`config.mk`:
```
export PLATFORM = sky130hd
export DESIGN_NAME = dmembus_wbc_split_flat
export DESIGN_NICKNAME = d
export VERILOG_FILES = /design/src/rtl/dmembus_pkg.sv /design/src/rtl/wishbone_if.sv /design/src/rtl/dmembus_lane_align.sv /design/src/rtl/dmembus_wbc_split.sv /design/src/flat_wrapper.sv
export SDC_FILE = /design/constraint.sdc
export NUM_CORES = 1
export LEC_CHECK = 0
export CAP_MARGIN = 15
export CELL_PAD_IN_SITES_DETAIL_PLACEMENT = 0
export CELL_PAD_IN_SITES_GLOBAL_PLACEMENT = 1
export CORE_UTILIZATION = 54
export DETAILED_ROUTE_END_ITERATION = 8
export DONT_BUFFER_PORTS = 1
export HOLD_SLACK_MARGIN = 0.12
export PLACE_DENSITY = 0.95
export SKIP_CTS_REPAIR_TIMING = 1
export SYNTH_ARGS = -nofsm -noshare
export SYNTH_HDL_FRONTEND = slang
export SYNTH_HIERARCHICAL = 1
export SYNTH_SLANG_ARGS = --single-unit
```
`constraint.sdc`:
```
create_clock -name i_clk -period 5.6 [get_ports i_clk]
set_input_delay 0.84 -clock i_clk [delete_from_list [all_inputs] [get_ports i_clk]]
set_output_delay 0.84 -clock i_clk [all_outputs]
set_load 0.005 [all_outputs]
```
`src/rtl/dmembus_pkg.sv`:
```
// rtl/dmembus_pkg.sv - shared types and lane helpers for the data-side bus controller
package dmembus_pkg;

    typedef enum logic [1:0] {
        W_WORD_ALT = 2'b00,
        W_BYTE     = 2'b01,
        W_HALF     = 2'b10,
        W_WORD     = 2'b11
    } width_e;

    typedef enum logic [1:0] {
        S_IDLE  = 2'b00,
        S_BEAT0 = 2'b01,
        S_GAP   = 2'b10,
        S_BEAT1 = 2'b11
    } state_e;

    // Byte enables of an access placed at lane 0; 00 and 11 both mean a full word.
    function automatic logic [3:0] bytemask(input logic [1:0] width);
        case (width)
            W_BYTE:  return 4'b0001;
            W_HALF:  return 4'b0011;
            default: return 4'b1111;
        endcase
    endfunction

    function automatic logic [2:0] nbytes(input logic [1:0] width);
        case (width)
            W_BYTE:  return 3'd1;
            W_HALF:  return 3'd2;
            default: return 3'd4;
        endcase
    endfunction

    // True when the access runs past the end of its 32-bit word.
    function automatic logic crosses(input logic [1:0] off, input logic [1:0] width);
        return ({1'b0, off} + nbytes(width)) > 3'd4;
    endfunction

    // Width code describing how many lanes a beat actually drives.
    function automatic logic [1:0] sel_width(input logic [3:0] sel);
        case ($countones(sel))
            1:       return W_BYTE;
            2:       return W_HALF;
            default: return W_WORD;
        endcase
    endfunction

endpackage

```
`src/rtl/wishbone_if.sv`:
```
// rtl/wishbone_if.sv - 32-bit Wishbone bus bundle with controller and target views
interface Wishbone #(
    parameter int ADDR_W = 32
);
    logic              cyc;
    logic              stb;
    logic [ADDR_W-1:0] addr;
    logic              we;
    logic [3:0]        sel;
    logic [31:0]       data_wr;
    logic [31:0]       data_rd;
    logic              ack;
    logic              err;

    modport Controller (
        output cyc, stb, addr, we, sel, data_wr,
        input  data_rd, ack, err
    );

    modport Target (
        input  cyc, stb, addr, we, sel, data_wr,
        output data_rd, ack, err
    );
endinterface

```
`src/rtl/dmembus_lane_align.sv`:
```
// rtl/dmembus_lane_align.sv - store lane placement and load extraction/extension
module dmembus_lane_align
    import dmembus_pkg::*;
(
    input  logic [1:0]  st_off,
    input  logic [1:0]  st_width,
    input  logic [31:0] st_data,
    output logic [63:0] st_lanes,
    output logic [7:0]  st_sel,
    input  logic [1:0]  ld_off,
    input  logic [1:0]  ld_width,
    input  logic        ld_zext,
    input  logic [63:0] ld_raw,
    output logic [31:0] ld_data
);

    logic [63:0] ld_shifted;
    logic        ld_sign;

    // Spread store bytes across two words and pull load bytes back down to lane 0.
    always_comb begin
        st_lanes   = {32'b0, st_data} << {st_off, 3'b000};
        st_sel     = {4'b0, bytemask(st_width)} << st_off;
        ld_shifted = ld_raw >> {ld_off, 3'b000};
        ld_sign    = 1'b0;
        ld_data    = ld_shifted[31:0];
        case (ld_width)
            W_BYTE: begin
                ld_sign = ~ld_zext & ld_shifted[7];
                ld_data = {{24{ld_sign}}, ld_shifted[7:0]};
            end
            W_HALF: begin
                ld_sign = ~ld_zext & ld_shifted[15];
                ld_data = {{16{ld_sign}}, ld_shifted[15:0]};
            end
            default: ld_data = ld_shifted[31:0];
        endcase
    end

endmodule

```
`src/rtl/dmembus_wbc_split.sv`:
```
// rtl/dmembus_wbc_split.sv - LSU to Wishbone controller with split unaligned accesses
module dmembus_wbc_split
    import dmembus_pkg::*;
#(
    parameter int ADDR_W          = 32,
    parameter int SPLIT_UNALIGNED = 1,
    parameter int TIMEOUT         = 0
) (
    input  logic              i_clk,
    input  logic              i_rst_n,
    Wishbone.Controller       wb,
    input  logic [ADDR_W-1:0] i_addr,
    input  logic [31:0]       i_data,
    input  logic [1:0]        i_width,
    input  logic              i_we,
    input  logic              i_re,
    input  logic              i_zeroextend,
    output logic [31:0]       o_data,
    output logic              o_stall,
    output logic              o_error,
    output logic              o_timeout,
    output logic              o_unaligned,
    output logic [1:0]        o_bus_width_hint
);

    localparam int            TW      = (TIMEOUT > 0) ? $clog2(TIMEOUT + 1) : 1;
    localparam logic [TW-1:0] TO_LAST = TW'((TIMEOUT > 0) ? TIMEOUT - 1 : 0);

    state_e            state;
    logic              req;
    logic              cross_in;
    logic [ADDR_W-1:0] base_addr;
    logic [63:0]       st_lanes;
    logic [7:0]        st_sel;
    logic [63:0]       ld_raw;
    logic [31:0]       ld_data;

    logic              r_stb;
    logic [ADDR_W-1:0] r_addr;
    logic              r_we;
    logic [3:0]        r_sel;
    logic [31:0]       r_data_wr;
    logic [ADDR_W-1:0] r_addr_hi;
    logic [3:0]        r_sel_hi;
    logic [31:0]       r_lanes_hi;
    logic [31:0]       r_rd_lo;
    logic [1:0]        r_off;
    logic [1:0]        r_width;
    logic              r_zext;
    logic              r_cross;
    logic [TW-1:0]     tcnt;

    assign req        = i_we | i_re;
    assign cross_in   = crosses(i_addr[1:0], i_width);
    assign base_addr  = {i_addr[ADDR_W-1:2], 2'b00};
    // Second beat holds the upper word; first beat (or an unsplit access) sits in the low word.
    assign ld_raw     = (state == S_BEAT1) ? {wb.data_rd, r_rd_lo} : {32'b0, wb.data_rd};

    assign wb.cyc     = r_stb;
    assign wb.stb     = r_stb;
    assign wb.addr    = r_addr;
    assign wb.we      = r_we;
    assign wb.sel     = r_sel;
    assign wb.data_wr = r_data_wr;

    dmembus_lane_align u_align (
        .st_off   (i_addr[1:0]),
        .st_width (i_width),
        .st_data  (i_data),
        .st_lanes (st_lanes),
        .st_sel   (st_sel),
        .ld_off   (r_off),
        .ld_width (r_width),
        .ld_zext  (r_zext),
        .ld_raw   (ld_raw),
        .ld_data  (ld_data)
    );

    // Access sequencer: accept, run one or two beats, finish on ack, err or timeout.
    always_ff @(posedge i_clk or negedge i_rst_n) begin
        if (!i_rst_n) begin
            state            <= S_IDLE;
            r_stb            <= 1'b0;
            r_addr           <= '0;
            r_we             <= 1'b0;
            r_sel            <= '0;
            r_data_wr        <= '0;
            r_addr_hi        <= '0;
            r_sel_hi         <= '0;
            r_lanes_hi       <= '0;
            r_rd_lo          <= '0;
            r_off            <= '0;
            r_width          <= '0;
            r_zext           <= 1'b0;
            r_cross          <= 1'b0;
            tcnt             <= '0;
            o_data           <= '0;
            o_stall          <= 1'b0;
            o_error          <= 1'b0;
            o_timeout        <= 1'b0;
            o_unaligned      <= 1'b0;
            o_bus_width_hint <= '0;
        end else begin
            o_unaligned <= 1'b0;
            case (state)
                S_IDLE: begin
                    if (req) begin
                        if (cross_in && SPLIT_UNALIGNED == 0) begin
                            o_unaligned <= 1'b1;
                        end else begin
                            state            <= S_BEAT0;
                            r_stb            <= 1'b1;
                            o_stall          <= 1'b1;
                            o_error          <= 1'b0;
                            o_timeout        <= 1'b0;
                            tcnt             <= '0;
                            r_addr           <= base_addr;
                            r_we             <= i_we;
                            r_sel            <= st_sel[3:0];
                            r_data_wr        <= st_lanes[31:0];
                            o_bus_width_hint <= sel_width(st_sel[3:0]);
                            r_addr_hi        <= base_addr + ADDR_W'(4);
                            r_sel_hi         <= st_sel[7:4];
                            r_lanes_hi       <= st_lanes[63:32];
                            r_off            <= i_addr[1:0];
                            r_width          <= i_width;
                            r_zext           <= i_zeroextend;
                            r_cross          <= cross_in;
                        end
                    end
                end
                S_BEAT0, S_BEAT1: begin
                    if (wb.err) begin
                        state   <= S_IDLE;
                        r_stb   <= 1'b0;
                        o_stall <= 1'b0;
                        o_error <= 1'b1;
                    end else if (wb.ack) begin
                        r_stb <= 1'b0;
                        if (state == S_BEAT0 && r_cross) begin
                            state   <= S_GAP;
                            r_rd_lo <= wb.data_rd;
                        end else begin
                            state   <= S_IDLE;
                            o_stall <= 1'b0;
                            if (!r_we) begin
                                o_data <= ld_data;
                            end
                        end
                    end else if (TIMEOUT > 0 && tcnt == TO_LAST) begin
                        state     <= S_IDLE;
                        r_stb     <= 1'b0;
                        o_stall   <= 1'b0;
                        o_error   <= 1'b1;
                        o_timeout <= 1'b1;
                    end else begin
                        tcnt <= tcnt + TW'(1);
                    end
                end
                S_GAP: begin
                    state            <= S_BEAT1;
                    r_stb            <= 1'b1;
                    tcnt             <= '0;
                    r_addr           <= r_addr_hi;
                    r_sel            <= r_sel_hi;
                    r_data_wr        <= r_lanes_hi;
                    o_bus_width_hint <= sel_width(r_sel_hi);
                end
                default: state <= S_IDLE;
            endcase
        end
    end

`ifdef VERIFICATION
    // The LSU must hold off new requests while an access is in flight.
    always @(posedge i_clk) begin
        if (i_rst_n) begin
            assert (!(req && o_stall));
        end
    end
`endif

endmodule

```
`src/flat_wrapper.sv`:
```
// flat-port wrapper written by rule: the top's interface ports become plain ports
module dmembus_wbc_split_flat import dmembus_pkg::*;
#(
    parameter int ADDR_W          = 32,
    parameter int SPLIT_UNALIGNED = 1,
    parameter int TIMEOUT         = 0
)
  (i_clk, i_rst_n, i_addr, i_data, i_width, i_we, i_re, i_zeroextend, o_data, o_stall, o_error, o_timeout, o_unaligned, o_bus_width_hint, wb_cyc, wb_stb, wb_addr, wb_we, wb_sel, wb_data_wr, wb_data_rd, wb_ack, wb_err);
  Wishbone #(.ADDR_W(ADDR_W)) wb_i ();
  input  logic i_clk;
  input  logic i_rst_n;
  input  logic [ADDR_W-1:0] i_addr;
  input  logic [31:0] i_data;
  input  logic [1:0] i_width;
  input  logic i_we;
  input  logic i_re;
  input  logic i_zeroextend;
  output logic [31:0] o_data;
  output logic o_stall;
  output logic o_error;
  output logic o_timeout;
  output logic o_unaligned;
  output logic [1:0] o_bus_width_hint;
  output wire logic [$bits(wb_i.cyc)-1:0] wb_cyc;
  output wire logic [$bits(wb_i.stb)-1:0] wb_stb;
  output wire logic [$bits(wb_i.addr)-1:0] wb_addr;
  output wire logic [$bits(wb_i.we)-1:0] wb_we;
  output wire logic [$bits(wb_i.sel)-1:0] wb_sel;
  output wire logic [$bits(wb_i.data_wr)-1:0] wb_data_wr;
  input wire logic [$bits(wb_i.data_rd)-1:0] wb_data_rd;
  input wire logic [$bits(wb_i.ack)-1:0] wb_ack;
  input wire logic [$bits(wb_i.err)-1:0] wb_err;
  assign wb_cyc = wb_i.cyc;
  assign wb_stb = wb_i.stb;
  assign wb_addr = wb_i.addr;
  assign wb_we = wb_i.we;
  assign wb_sel = wb_i.sel;
  assign wb_data_wr = wb_i.data_wr;
  assign wb_i.data_rd = wb_data_rd;
  assign wb_i.ack = wb_ack;
  assign wb_i.err = wb_err;
  dmembus_wbc_split #(.ADDR_W(ADDR_W), .SPLIT_UNALIGNED(SPLIT_UNALIGNED), .TIMEOUT(TIMEOUT)) u_core (.i_clk(i_clk), .i_rst_n(i_rst_n), .wb(wb_i), .i_addr(i_addr), .i_data(i_data), .i_width(i_width), .i_we(i_we), .i_re(i_re), .i_zeroextend(i_zeroextend), .o_data(o_data), .o_stall(o_stall), .o_error(o_error), .o_timeout(o_timeout), .o_unaligned(o_unaligned), .o_bus_width_hint(o_bus_width_hint));
endmodule
```
* Word-level counts from Yosys, hierarchy flattened *
Cells that the tools add are included.

storage, ports and cells
  bits in latches = 0
  logic and storage cells = 94
  input port bits = 105
  register bits after elaboration = 214
  bits in writable memories = 0
  ROM bits = 0
  output and inout bits = 109
  memories kept = 0

cells by class
  div/mod/pow operators = 0
  $lt $le $gt $ge = 1
  mux-type cells = 30
  equal/unequal tests = 15
  shift-type cells = 3
  multipliers = 0
  reduce and logical (&&, ||, !) cells = 12
  add/sub/neg operators = 8
  bitwise logic cells = 7

operators by type and width
  kind                     count
  $pmux W32 S2             3
  $add A32 B32 Y32         2
  $eq A32 B1 Y1 const B    2
  $eq A32 B2 Y1 const B    2
  $mux W32                 2
  $mux W64                 1
  $shl A32 B5 Y64          1
  $shr A64 B5 Y32          1
  $add A32 B3 Y32 const B  1
  $pmux W4 S2              2
  $pmux W2 S2              3
  $mux W2                  5
  $add A1 B1 Y2            4
  $eq A2 B2 Y1 const B     4
  $mux W1                  8
  $reduce_and A4 Y1        2
  $shl A4 B2 Y8            1
  $eq A2 B1 Y1 const B     3
  $ne A3 B3 Y1 const B     2
  $pmux W2 S3              1
  $pmux W3 S2              1
  $reduce_and A2 Y1        3
  $reduce_and A5 Y1        1
  $mux W4                  1
  14 further kinds         20

* Longest topological paths before layout *
Gate-level depths: netlist of run 1.

  depth after elaboration = 9
  mapped depth = 14

* Hierarchy *
The synthesis of run 1 kept the hierarchy.

modules (own cells, without submodules)
  module              area each (µm²)  cells an instance  times used
  dmembus_wbc_split   9693.0           886                1
  dmembus_lane_align  2090.8           251                1

* Worst setup path before layout of run 1 *
Ideal clock, no wire load.

  path type = input-to-reg
  from = in i_addr[0]
  to = reg u_core.o_bus_width_hint[0]
  required time = 5.463 ns
  stages on the path = 13
  slack = 2.411 ns
  path buffers = 2
  arrival = 3.052 ns
  setup time = 0.137 ns
  path through = buf_2 buf_1 nor2_1 a21oi_1 inv_1 fa_1 inv_1 ha_1 ha_1 nor3b_1 nor3_1 a211oi_1 a21oi_1

between the ends
  cells in the longest elaborated chain, start to end = 7

RTL lines
  element                                         RTL line                  text
  start: declaration                              flat_wrapper.sv:12        input logic [ADDR_W-1:0] i_addr;
  $shl A4 B2 Y8 (*)                               dmembus_lane_align.sv:23  st_sel = {4'b0, bytemask(st_width)} << st_off;
  named net u_core.st_sel[3]                      dmembus_wbc_split.sv:34   logic [7:0] st_sel;
  $add A1 B1 Y2 (implied by the code) (*)         dmembus_pkg.sv:42         case ($countones(sel))
  $add A32 B32 Y32 (implied by the code) (*)      dmembus_pkg.sv:42
  $eq A32 B2 Y1 or $eq A32 B1 Y1 (tied branches)  dmembus_pkg.sv:42
  $pmux W2 S2 (*)                                 dmembus_pkg.sv:42
  $mux W2 (*)                                     dmembus_wbc_split.sv:107  if (req) begin
  $pmux W2 S2 (*)                                 dmembus_wbc_split.sv:105  case (state)
  end signal: assignment                          dmembus_wbc_split.sv:121  o_bus_width_hint <= sel_width(st_sel[3:0]);
  end signal: assignment                          dmembus_wbc_split.sv:167  o_bus_width_hint <= sel_width(r_sel_hi);
  end: declaration                                dmembus_wbc_split.sv:23   output logic [1:0] o_bus_width_hint

The timed path passes the listed nets; every way through them passes the cells marked *. The select of a mux whose other input is x is not followed.
A chain may end at the register's enable or synchronous reset.

* Final worst setup path of run 1 *
  from = reg u_core.state[0]
  to = reg u_core.o_data[29]

between the ends
  cells in the longest elaborated chain, start to end = 5

RTL lines
  element                           RTL line                                            text
  start: declaration                dmembus_wbc_split.sv:29                             state_e state;
  start signal: assignment          dmembus_wbc_split.sv:82                             state <= S_IDLE;
  start signal: assignment          dmembus_wbc_split.sv:111                            state <= S_BEAT0;
  start signal: assignment          dmembus_wbc_split.sv:134                            state <= S_IDLE;
  $eq A2 B2 Y1 (*)                  dmembus_wbc_split.sv:57                             assign ld_raw = (state == S_BEAT1) ? {wb.data_rd, r_rd_lo} : {32'b0, wb.data_rd};
  $mux W64 (*)                      dmembus_wbc_split.sv:57
  named net u_core.ld_raw[23]       dmembus_wbc_split.sv:35                             logic [63:0] ld_raw;
  $shr A64 B5 Y32 (*)               dmembus_lane_align.sv:24                            ld_shifted = ld_raw >> {ld_off, 3'b000};
  $and A1 B1 Y1 (on tied branches)  dmembus_lane_align.sv:33, dmembus_lane_align.sv:29
  $pmux W32 S2 (*)                  dmembus_lane_align.sv:27                            case (ld_width)
  named net u_core.ld_data[29]      dmembus_wbc_split.sv:36                             logic [31:0] ld_data;
  end signal: assignment            dmembus_wbc_split.sv:147                            o_data <= ld_data;
  end: declaration                  dmembus_wbc_split.sv:18                             output logic [31:0] o_data,

The timed path passes the listed nets; every way through them passes the cells marked *.

==> results of run 1 <==
## sequential cells by signal, indices dropped and copies added (netlist names), 4 cells and up, named ones only
name / flops
u_core/o_data: 32
u_core/r_addr_hi: 30
u_core/r_lanes_hi: 32
u_core/r_rd_lo: 32
u_core/r_sel_hi: 4
u_core/wb.addr: 30
u_core/wb.data_wr: 32
u_core/wb.sel: 4
## layer usage
layer  global-route usage [%]  part of all wire (%)
met5                        0                     0
met4                     9.39                   3.6
met3                     7.26                   9.3
met2                     40.5                    47
met1                     33.9                    40
## per-stage QoR
stage | instances | hold WS [ns] | total power [mW]
final | 1367 | 0.0239 | 6.58
after global routing | 1367 | 0.00721 | 6.97
after CTS | 1367 | 0.00977 | 6.63
after detailed placement | 1323 | 0.464 | 4.82
after global placement | 1323 | 0.457 | 4.73
after floorplan | 1140 | 0.440 | 4.33
## power by group through the flow
stage | sequential, mW | combinational, mW | clock (mW)
final | 2.80 | 2.01 | 1.77
after floorplan | 2.58 | 1.75 | 0
after CTS | 2.81 | 2.02 | 1.81
after global routing | 2.89 | 2.21 | 1.87
after detailed placement | 2.83 | 1.99 | 0
after global placement | 2.80 | 1.93 | 0
## cell usage in the layout (no fill, tap or decap), types with 4 or more instances in the layout
cell and instances:
sky130_fd_sc_hd__inv_1 28, sky130_fd_sc_hd__and3_1 34, sky130_fd_sc_hd__a22o_1 64, sky130_fd_sc_hd__nor2b_1 10
sky130_fd_sc_hd__nand2_1 175, sky130_fd_sc_hd__or4_1 11, sky130_fd_sc_hd__mux2i_1 27, sky130_fd_sc_hd__clkinv_2 5
sky130_fd_sc_hd__o21ai_2 5, sky130_fd_sc_hd__a221o_1 8, sky130_fd_sc_hd__dfrtp_1 209, sky130_fd_sc_hd__a31oi_1 18
sky130_fd_sc_hd__ha_1 11, sky130_fd_sc_hd__mux2_2 106, sky130_fd_sc_hd__bufinv_16 6, sky130_fd_sc_hd__nand4_1 12
sky130_fd_sc_hd__nor3_1 6, sky130_fd_sc_hd__nor2_1 57, sky130_fd_sc_hd__a21oi_1 13, sky130_fd_sc_hd__mux4_2 29
sky130_fd_sc_hd__o21ai_1 5, sky130_fd_sc_hd__nor3b_1 4, sky130_fd_sc_hd__o21ai_0 52, sky130_fd_sc_hd__o31ai_1 11
sky130_fd_sc_hd__buf_4 10, sky130_fd_sc_hd__conb_1 13, sky130_fd_sc_hd__a21o_1 60, sky130_fd_sc_hd__clkbuf_16 25
sky130_fd_sc_hd__nand3_1 12, sky130_fd_sc_hd__xnor2_1 8, sky130_fd_sc_hd__and2_1 9, sky130_fd_sc_hd__and4_1 4
## worst register-to-register path, cell delays in order (launching register included)
cell and delay, ns:
sky130_fd_sc_hd__dfrtp_1 0.36, sky130_fd_sc_hd__buf_4 0.23, sky130_fd_sc_hd__nand2_1 0.60, sky130_fd_sc_hd__buf_4 0.37, sky130_fd_sc_hd__mux2_2 0.40, sky130_fd_sc_hd__mux2_2 0.30
sky130_fd_sc_hd__a221oi_2 1.05, sky130_fd_sc_hd__o21ai_0 0.25, sky130_fd_sc_hd__mux2_2 0.32
## cell type report
| class | count | area share, % |
|---|---|---|
| clock buffer | 30 | 5.33 |
| clock inverter | 14 | 1.81 |
| inverter | 28 | 0.830 |
| multi-input combinational | 800 | 47.2 |
| sequential | 210 | 41.5 |
| tap | 275 | 2.72 |
| timing repair buffer | 10 | 0.593 |
## how the worst max path moves through the flow
stage / depth (start not counted) / from / slack [ns] / endpoint
floorplan: 13 / i_addr[0] / 2.41 / u_core/o_bus_width_hint[0]
global placement: 8 / u_core/state[0] / 1.78 / u_core/o_data[29]
detailed placement: 8 / u_core/state[0] / 1.64 / u_core/o_data[29]
CTS: 8 / u_core/state[0] / 1.61 / u_core/o_data[29]
global route: 8 / u_core/state[0] / 1.30 / u_core/o_data[25]
finish: 8 / u_core/state[0] / 1.62 / u_core/o_data[29]
==> impl_results.md, run 1 <==
- Post-layout net count: approximately 1200
- First-iteration detailed-routing DRC count: just under 500
- Final worst path period share: about 71%
- Pre-Repair DR Iteration Count: 7
- Outcome: finished, final reports clean
- Critical path endpoint category: register
- Layout Area Growth over Synthesis: 7.91%
- Floorplan die area: between 20000 and 25000 sq um
- Maximum buffer depth of the clock tree: 3
- Number of vias per cell after detailed routing: 6.22
- Number of global-route vias before repair: between 8000 and 9000
- Top achievable clock speed: 251 MHz
- Standard cell core area: 21200 sq um
- Net switching share of the total power: approximately a third
- Lkg Pwr: 5.99 nW
- Unrepaired setup endpoints after global routing: false
- Die boundary width: ~150 um
- Initial standard-cell utilization of the core: 55.5%
- Internal power: 4.34 mW
- Total negative slack: 0 ns
- Fraction of power consumed by sequential logic: a little over two fifths
- Placed Area: about 12000 sq um
- TritonCTS clock tree: built
- Pins Over Slew Limit: 0
- Critical Path Max Stage Delay: 1.05 ns
- Total congestion overflow after global routing: 0
- Buffers on Ports: 0
- Post-route design area: between 10000 and 15000 sq um
- Maximum number of pins on one net before global-route repair: 211
- Placer Congestion: 0.943
- R2R depth: 8
- Post-route setup slack: 1.62 ns
- Count of warnings emitted by yosys: 6
- Combined area of the multi-input logic cells: 5980 sq um
- Total via count after detailed routing: 8499
- Worst-case clock skew: 0.0147 ns
- Portion of total power attributed to the clock network: 27.0%
- Per-instance average area after synthesis: between 10 and 15 sq um
- Global-route wire length before repair: between 40000 and 50000 um
- Total power divided by cell area: 520 nW/um^2
- Critical Path AT: ~4.4 ns
- H-Tree Level Count: 1
- Worst-margin pin slew: between 1 and 1.5 ns
- Most frequent cell on the critical path: sky130_fd_sc_hd__mux2_2
- Sequential cell area: approximately 5300 sq um
- Worst hold path type: in -> async
- Post-placement setup slack: around 1.6 ns
- Share of power burned in combinational logic: a little under a third
- Critical path startpoint category: register
- Mapped Area: ~12000 sq um
- Vertical die dimension: approximately 150 um
- Residual DRC: 0
- Top cell family by delay on the critical path: compound AO/OA/AOI/OAI gates
- Number of ports placed on the die boundary: 214
- CTS Sinks: 210
- Power spent charging and discharging nets: between 2 and 2.5 mW
- Post-DRT Antenna Nets: 0
- CP max stage cell: sky130_fd_sc_hd__a221oi_2
- VDD IR max: 0.263 mV
- Total GRT Usage: approximately a quarter
- Gate count of the mapped netlist: around 1100
- Total clock buffers created by CTS: 24
- Number of core rows: 53
- Worst flop-to-flop path endpoint: u_core/o_data[29]
- Final routed wire length divided by cell count: ~21 um
- Clock latency at the later pin of the worst-skew pair: around 0.52 ns
- Final count of negative-setup-slack endpoints: 0
- Critical path type: reg -> reg
- Worst path bufs/invs: 2
- Reg-to-reg slack, setup: 1.62 ns
- Final Util: about three fifths
- Number of max-cap violations: 0
- Final routed wirelength across all metal layers: about 29000 um
- Fillers: about 1800
- Clock slew at reported path FFs: 0.06 ns
- Reg-to-reg startpoint: u_core/state[0]
- Crit path cell chain: buf_4 > nand2_1 > buf_4 > mux2_2 > mux2_2 > a221oi_2 > o21ai_0 > mux2_2
- Max Fanout on Critical Path: 34
- Antenna violations before repair: 0
- Share of cells above drive strength 1: 19.2%
- HPWL after detailed placement: about 19000 um
- Clock Tree Root: sky130_fd_sc_hd__clkbuf_16
- Minimum clock period after layout: between 3 and 4 ns
- Slew margin rel.: roughly 14%
- Required time reported for the critical path endpoint: ~6.0 ns
- Hold violation total from the final report: 0
- Ant diodes: 0
Note: power is estimated with default switching activity, not from simulation.
==> run 2: changes to the inputs <==
CORE_UTILIZATION = 50   (was 54)
PLACE_DENSITY = 0.89   (was 0.95)
clock period = 4.1 ns   (was 5.6 ns; I/O delays follow)
==> impl_results.md, run 2 (same netlist as run 1, synthesis figures left out) <==
- Outcome: finished, violations left (was finished, final reports clean)
- Failing checks: hold timing
- Pre-Repair DR Iteration Count: 4 (was 7)
- Buffers on Ports: 0 (unchanged)
- Number of core rows: 55 (was 53)
- Antenna violations before repair: 0 (unchanged)
- CTS Sinks: 210 (unchanged)
- Total negative slack: 0 ns (unchanged)
- Hold violation total from the final report: 210 (was 0)
- Pins Over Slew Limit: 0 (unchanged)
- Clock latency at the later pin of the worst-skew pair: 0.51 ns (was 0.52 ns)
- R2R depth: 7 (was 8)
- Total power divided by cell area: 692 nW/um^2 (was 520 nW/um^2)
- Critical path startpoint category: register (unchanged)
- Worst hold path type: in -> async (unchanged)
- Final count of negative-setup-slack endpoints: 0 (unchanged)
- Worst flop-to-flop path endpoint: u_core/o_data[19] (was u_core/o_data[29])
- Total congestion overflow after global routing: 0 (unchanged)
- Total GRT Usage: 24.0% (was 25.7%)
- Final routed wire length divided by cell count: 20.7 um (was 21.2 um)
- Critical Path AT: 3.07 ns (was 4.39 ns)
- Worst-case clock skew: 0.00641 ns (was 0.0147 ns)
- Floorplan die area: 24100 sq um (was 22300 sq um)
- H-Tree Level Count: 1 (unchanged)
- Maximum number of pins on one net before global-route repair: 211 (unchanged)
- Clock Tree Root: sky130_fd_sc_hd__clkbuf_16 (unchanged)
- Vertical die dimension: 155 um (was 149 um)
- Number of max-cap violations: 0 (unchanged)
- Initial standard-cell utilization of the core: 51.4% (was 55.5%)
- Launch point of the critical path: u_core/state[0] (unchanged)
- Critical Path Max Stage Delay: 0.56 ns (was 1.05 ns)
- Slew margin rel.: 35.8% (was 13.9%)
- Reg-to-reg startpoint: u_core/state[0] (unchanged)
- Max Fanout on Critical Path: 23 (was 34)
- Critical path type: reg -> reg (unchanged)
- Unrepaired setup endpoints after global routing: false (unchanged)
- Die boundary width: 155 um (was 149 um)
- Post-placement setup slack: 1.20 ns (was 1.64 ns)
- Post-route setup slack: 1.42 ns (was 1.62 ns)
- First-iteration detailed-routing DRC count: 540 (was 496)
- Commonest non-fill, non-tap cell in the layout: sky130_fd_sc_hd__dfrtp_1 (unchanged)
- Post-DRT Antenna Nets: 0 (unchanged)
- Maximum buffer depth of the clock tree: 3 (unchanged)
- Post-layout net count: 1197 (was 1193)
- Total clock buffers created by CTS: 25 (was 24)
- Reg-to-reg slack, setup: 1.42 ns (was 1.62 ns)
- Most frequent cells in the layout: sky130_fd_sc_hd__dfrtp_1, sky130_fd_sc_hd__nand2_1, sky130_fd_sc_hd__mux2_2 (unchanged)
- HPWL after detailed placement: 19300 um (was 18800 um)
- Number of ports placed on the die boundary: 214 (unchanged)
- Worst path bufs/invs: 1 (was 2)
- Number of global-route vias before repair: 8385 (was 8280)
- Share of cells above drive strength 1: 19.1% (was 19.2%)
- Layout Area Growth over Synthesis: 7.87% (was 7.91%)
- Crit path cell chain: nand2_1 > buf_4 > mux2_2 > mux4_1 > nand2_1 > o21ai_2 > mux2_2 (was buf_4 > nand2_1 > buf_4 > mux2_2 > mux2_2 > a221oi_2 > o21ai_0 > mux2_2)
- Lkg Pwr: 5.97 nW (was 5.99 nW)
- Standard cell core area: 22800 sq um (was 21200 sq um)
- Total via count after detailed routing: 8411 (was 8499)
- Top achievable clock speed: 374 MHz (was 251 MHz)
- Ant diodes: 0 (unchanged)
- Required time reported for the critical path endpoint: 4.49 ns (was 6.00 ns)
- Final worst path period share: 65.3% (was 71.1%)
- Number of vias per cell after detailed routing: 5.98 (was 6.22)
- Top cell family by delay on the critical path: multiplexers (was compound AO/OA/AOI/OAI gates)
- TritonCTS clock tree: built (unchanged)
- Global-route wire length before repair: 45800 um (was 45400 um)
- Placer Congestion: 0.878 (was 0.943)
- Worst-margin pin slew: 0.963 ns (was 1.29 ns)
- Final routed wirelength across all metal layers: 29100 um (was 29000 um)
- CP max stage cell: sky130_fd_sc_hd__mux4_1 (was sky130_fd_sc_hd__a221oi_2)
- VDD IR max: 0.428 mV (was 0.263 mV)
- Worst hold slack after final layout: -0.191 ns (was 0.0239 ns)
- Residual DRC: 0 (unchanged)
- Minimum clock period after layout: 2.68 ns (was 3.98 ns)
- Clock slew at reported path FFs: 0.06 ns (about the same)
- Critical path endpoint category: register (unchanged)
==> run 2: cell types whose count changed in the layout (fill, tap and decap cells not counted) <==
cell | before | now
sky130_fd_sc_hd__clkinv_2 | 5 | 4
sky130_fd_sc_hd__buf_12 | 0 | 1
sky130_fd_sc_hd__clkbuf_8 | 3 | 6
sky130_fd_sc_hd__buf_4 | 10 | 12
sky130_fd_sc_hd__clkinvlp_4 | 2 | 0
sky130_fd_sc_hd__clkbuf_1 | 2 | 5
sky130_fd_sc_hd__bufinv_16 | 6 | 2
==> run 2: worst register-to-register path, stage by stage (launching register included) <==
cell,delay (ns)
sky130_fd_sc_hd__dfrtp_1,0.37
sky130_fd_sc_hd__nand2_1,0.36
sky130_fd_sc_hd__buf_4,0.40
sky130_fd_sc_hd__mux2_2,0.42
sky130_fd_sc_hd__mux4_1,0.56
sky130_fd_sc_hd__nand2_1,0.11
sky130_fd_sc_hd__o21ai_2,0.07
sky130_fd_sc_hd__mux2_2,0.26
==> run 2: how the worst max path moves through the flow <==
stage                                             to  slack (ns)  depth (start not counted)
after CTS                          u_core/o_data[19]        1.43                          7
after global routing               u_core/o_data[19]        1.31                          7
final                              u_core/o_data[19]        1.42                          7
after detailed placement  u_core/o_bus_width_hint[0]        1.20                         10
after floorplan           u_core/o_bus_width_hint[0]        1.14                         13
after global placement    u_core/o_bus_width_hint[0]        1.31                         13
==> run 2: layout make-up <==
class	count	area, sq um
flip-flops and latches	210	5260
well taps	313	392
multi-input cells	800	5980
repair buffers	13	110
inverters	28	105
clock inverters	7	88.8
clock buffers	36	727
fillers	2041	10200
==> run 2: power by group <==
part | leakage [nW] | internal, mW | total [mW] | switching [mW]
logic | 2.97 | 1.38 | 2.72 | 1.34
registers | 2.60 | 3.04 | 3.84 | 0.807
clock network | 0.405 | 1.35 | 2.19 | 0.846
==> run 2: through the flow <==
step | power (mW) | util [%] | cells | area [sq um]
floorplan | 5.91 | - | 1140 | 11800
global placement | 6.50 | 51.8 | 1364 | 11800
detailed placement | 6.61 | 51.8 | 1364 | 11800
CTS | 8.85 | 55.4 | 1407 | 12700
global route | 9.33 | 55.4 | 1407 | 12700
finish | 8.76 | 55.4 | 1407 | 12700
==> run 2: routing by layer <==
layer,track usage (%),vias to the layer above,routed length [um]
li1,-,3918,-
met1,31.1,4200,12100
met2,38.5,238,13600
met3,6.18,55,2180
met4,9.66,0,1160
met5,0,-,0
==> run 3: changes to the inputs <==
CORE_UTILIZATION = 45   (was 50)
PLACE_DENSITY = 0.85   (was 0.89)
clock period = 2.15 ns   (was 4.1 ns; I/O delays follow)
==> impl_results.md, run 3 (same netlist as run 1, synthesis figures left out) <==
- Outcome: finished, violations left (unchanged)
- Failing checks: hold timing, setup timing (was hold timing)
- Post-DRT Antenna Nets: 0 (unchanged)
- Pre-Repair DR Iteration Count: 5 (was 4)
- Number of ports placed on the die boundary: 214 (unchanged)
- Number of vias per cell after detailed routing: 5.93 (was 5.98)
- Buffers on Ports: 0 (unchanged)
- Final count of negative-setup-slack endpoints: 19 (was 0)
- Unrepaired setup endpoints after global routing: true (was false)
- Lkg Pwr: 6.85 nW (was 5.97 nW)
- Crit path cell chain: nand2_4 > mux2_4 > mux2_4 > a221oi_4 > buf_6 > clkbuf_16 > o21ai_1 > mux2_4 (was nand2_1 > buf_4 > mux2_2 > mux4_1 > nand2_1 > o21ai_2 > mux2_2)
- Hold violation total from the final report: 210 (unchanged)
- Initial standard-cell utilization of the core: 46.2% (was 51.4%)
- Clock latency at the later pin of the worst-skew pair: 0.55 ns (was 0.51 ns)
- Total congestion overflow after global routing: 0 (unchanged)
- First-iteration detailed-routing DRC count: 786 (was 540)
- HPWL after detailed placement: 20600 um (was 19300 um)
- Ant diodes: 0 (unchanged)
- Number of core rows: 58 (was 55)
- Top achievable clock speed: 441 MHz (was 374 MHz)
- Number of cells in the design after placement: 1407 (was 1364)
- Critical Path AT: 2.68 ns (was 3.07 ns)
- Post-route setup slack: -0.119 ns (was 1.42 ns)
- Worst hold slack after final layout: -0.508 ns (was -0.191 ns)
- Clock Tree Root: sky130_fd_sc_hd__clkbuf_16 (unchanged)
- Vertical die dimension: 163 um (was 155 um)
- Post-layout net count: 1331 (was 1197)
- Maximum number of pins on one net before global-route repair: 211 (unchanged)
- Die boundary width: 163 um (was 155 um)
- Clock slew at reported path FFs: 0.06 ns (about the same)
- Floorplan die area: 26700 sq um (was 24100 sq um)
- Final worst path period share: 106% (was 65.3%)
- Layout Area Growth over Synthesis: 23.4% (was 7.87%)
- Critical path startpoint category: register (unchanged)
- Required time reported for the critical path endpoint: 2.56 ns (was 4.49 ns)
- Maximum buffer depth of the clock tree: 3 (unchanged)
- Total clock buffers created by CTS: 26 (was 25)
- Total GRT Usage: 22.8% (was 24.0%)
- VDD IR max: 0.739 mV (was 0.428 mV)
- Number of global-route vias before repair: 8452 (was 8385)
- Slew margin rel.: 38.6% (was 35.8%)
- Minimum clock period after layout: 2.27 ns (was 2.68 ns)
- Critical Path Max Stage Delay: 0.41 ns (was 0.56 ns)
- Total power divided by cell area: 1270 nW/um^2 (was 692 nW/um^2)
- CP max stage cell: sky130_fd_sc_hd__dfrtp_1 (was sky130_fd_sc_hd__mux4_1)
- Share of cells above drive strength 1: 21.7% (was 19.1%)
- Most frequent cells in the layout: sky130_fd_sc_hd__dfrtp_1, sky130_fd_sc_hd__nand2_1, sky130_fd_sc_hd__dlygate4sd3_1 (was sky130_fd_sc_hd__dfrtp_1, sky130_fd_sc_hd__nand2_1, sky130_fd_sc_hd__mux2_2)
- TritonCTS clock tree: built (unchanged)
- Final Util: 57.0% (was 55.4%)
- Placer Congestion: 0.956 (was 0.878)
- Number of max-cap violations: 0 (unchanged)
- Global-route wire length before repair: 48100 um (was 45800 um)
- Max Fanout on Critical Path: 8 (was 23)
- Residual DRC: 0 (unchanged)
- Final routed wirelength across all metal layers: 34500 um (was 29100 um)
- Pins Over Slew Limit: 0 (unchanged)
- H-Tree Level Count: 1 (unchanged)
- Commonest non-fill, non-tap cell in the layout: sky130_fd_sc_hd__dfrtp_1 (unchanged)
- Total via count after detailed routing: 9268 (was 8411)
- Critical path type: reg -> reg (unchanged)
- CTS Sinks: 210 (unchanged)
- Critical path endpoint category: register (unchanged)
- Most frequent cell on the critical path: sky130_fd_sc_hd__mux2_4
- Worst-case clock skew: 0.0305 ns (was 0.00641 ns)
- Antenna violations before repair: 0 (unchanged)
- Standard cell core area: 25400 sq um (was 22800 sq um)
- Total negative slack: -1.74 ns (was 0 ns)
- Final routed wire length divided by cell count: 22.1 um (was 20.7 um)
- Worst hold path type: in -> async (unchanged)
- Count of placed standard cells in the final layout, fillers left out: 1562 (was 1407)
- Worst-margin pin slew: 0.918 ns (was 0.963 ns)
run 3: cell types whose count changed in the layout (fill, tap and decap cells not counted), moves of 12 or more:
cell / before / now
sky130_fd_sc_hd__buf_12: 1 / 13
sky130_fd_sc_hd__buf_4: 12 / 28
sky130_fd_sc_hd__mux2_4: 1 / 39
sky130_fd_sc_hd__o21ai_0: 52 / 38
sky130_fd_sc_hd__dlygate4sd3_1: 0 / 98
sky130_fd_sc_hd__mux2_2: 106 / 68
run 3: where the power goes:
group          internal [mW]  leakage, nW  switching, mW  total [mW]
combinational           3.50         3.82           3.25        6.75
sequential              5.80         2.60           1.47        7.27
clock                   2.67        0.439           1.73        4.40
run 3: worst paths after layout:
kind / startpoint / endpoint / slack, ns / cells past startpoint
worst max-delay path: register / u_core/o_data[28] / -0.12 / 8
worst min-delay path: i_rst_n / u_core/r_rd_lo[6] / -0.51 / 0
worst max register to register: register / u_core/o_data[28] / -0.12 / 8
worst min register to register: u_core/r_lanes_hi[8] / u_core/r_lanes_hi[8] / 0.47 / 2
max in group asynchronous: i_rst_n / u_core/wb.addr[13] / 2.10 / 0
min in group i_clk: i_addr[0] / u_core/r_sel_hi[0] / 0.09 / 4
run 3: worst max-delay path: cells and delay by family, from the launching register on:
kind | cells | cell delay [ns]
buffers and inverters | 2 | 0.31
and+or+nand+nor | 1 | 0.20
AOI/OAI and AO/OA | 2 | 0.33
DFF | 1 | 0.41
muxes | 3 | 0.89
run 3: stage by stage:
stage / hold WS (ns) / cell area (sq um) / power [mW] / worst slack, ns
6_report: -0.508 / 14500 / 18.4 / -0.119
5_1_grt: -0.532 / 14500 / 19.5 / -0.179
4_1_cts: -0.536 / 13200 / 17.8 / -0.0943
3_5_place_dp: 0.0327 / 12300 / 13.3 / -0.293
3_3_place_gp: 0.0336 / 12300 / 13.0 / -0.247
2_1_floorplan: 0.0269 / 11900 / 11.4 / -0.198
run 3: layer usage:
layer,track usage [%],part of all wire (%),vias up
li1,-,-,4216
met1,30.0,41,4596
met2,35.7,47,387
met3,6.70,9.0,69
met4,7.74,3.0,0
met5,0,0,-
run 3: final cells by class:
cell class,instances,area [sq um]
fill,2153,10900
sequential,210,5260
clock inverter,4,35.0
multi-input combinational,800,6220
clock buffer,44,848
tap,330,413
inverter,28,105
timing repair buffer,146,1600
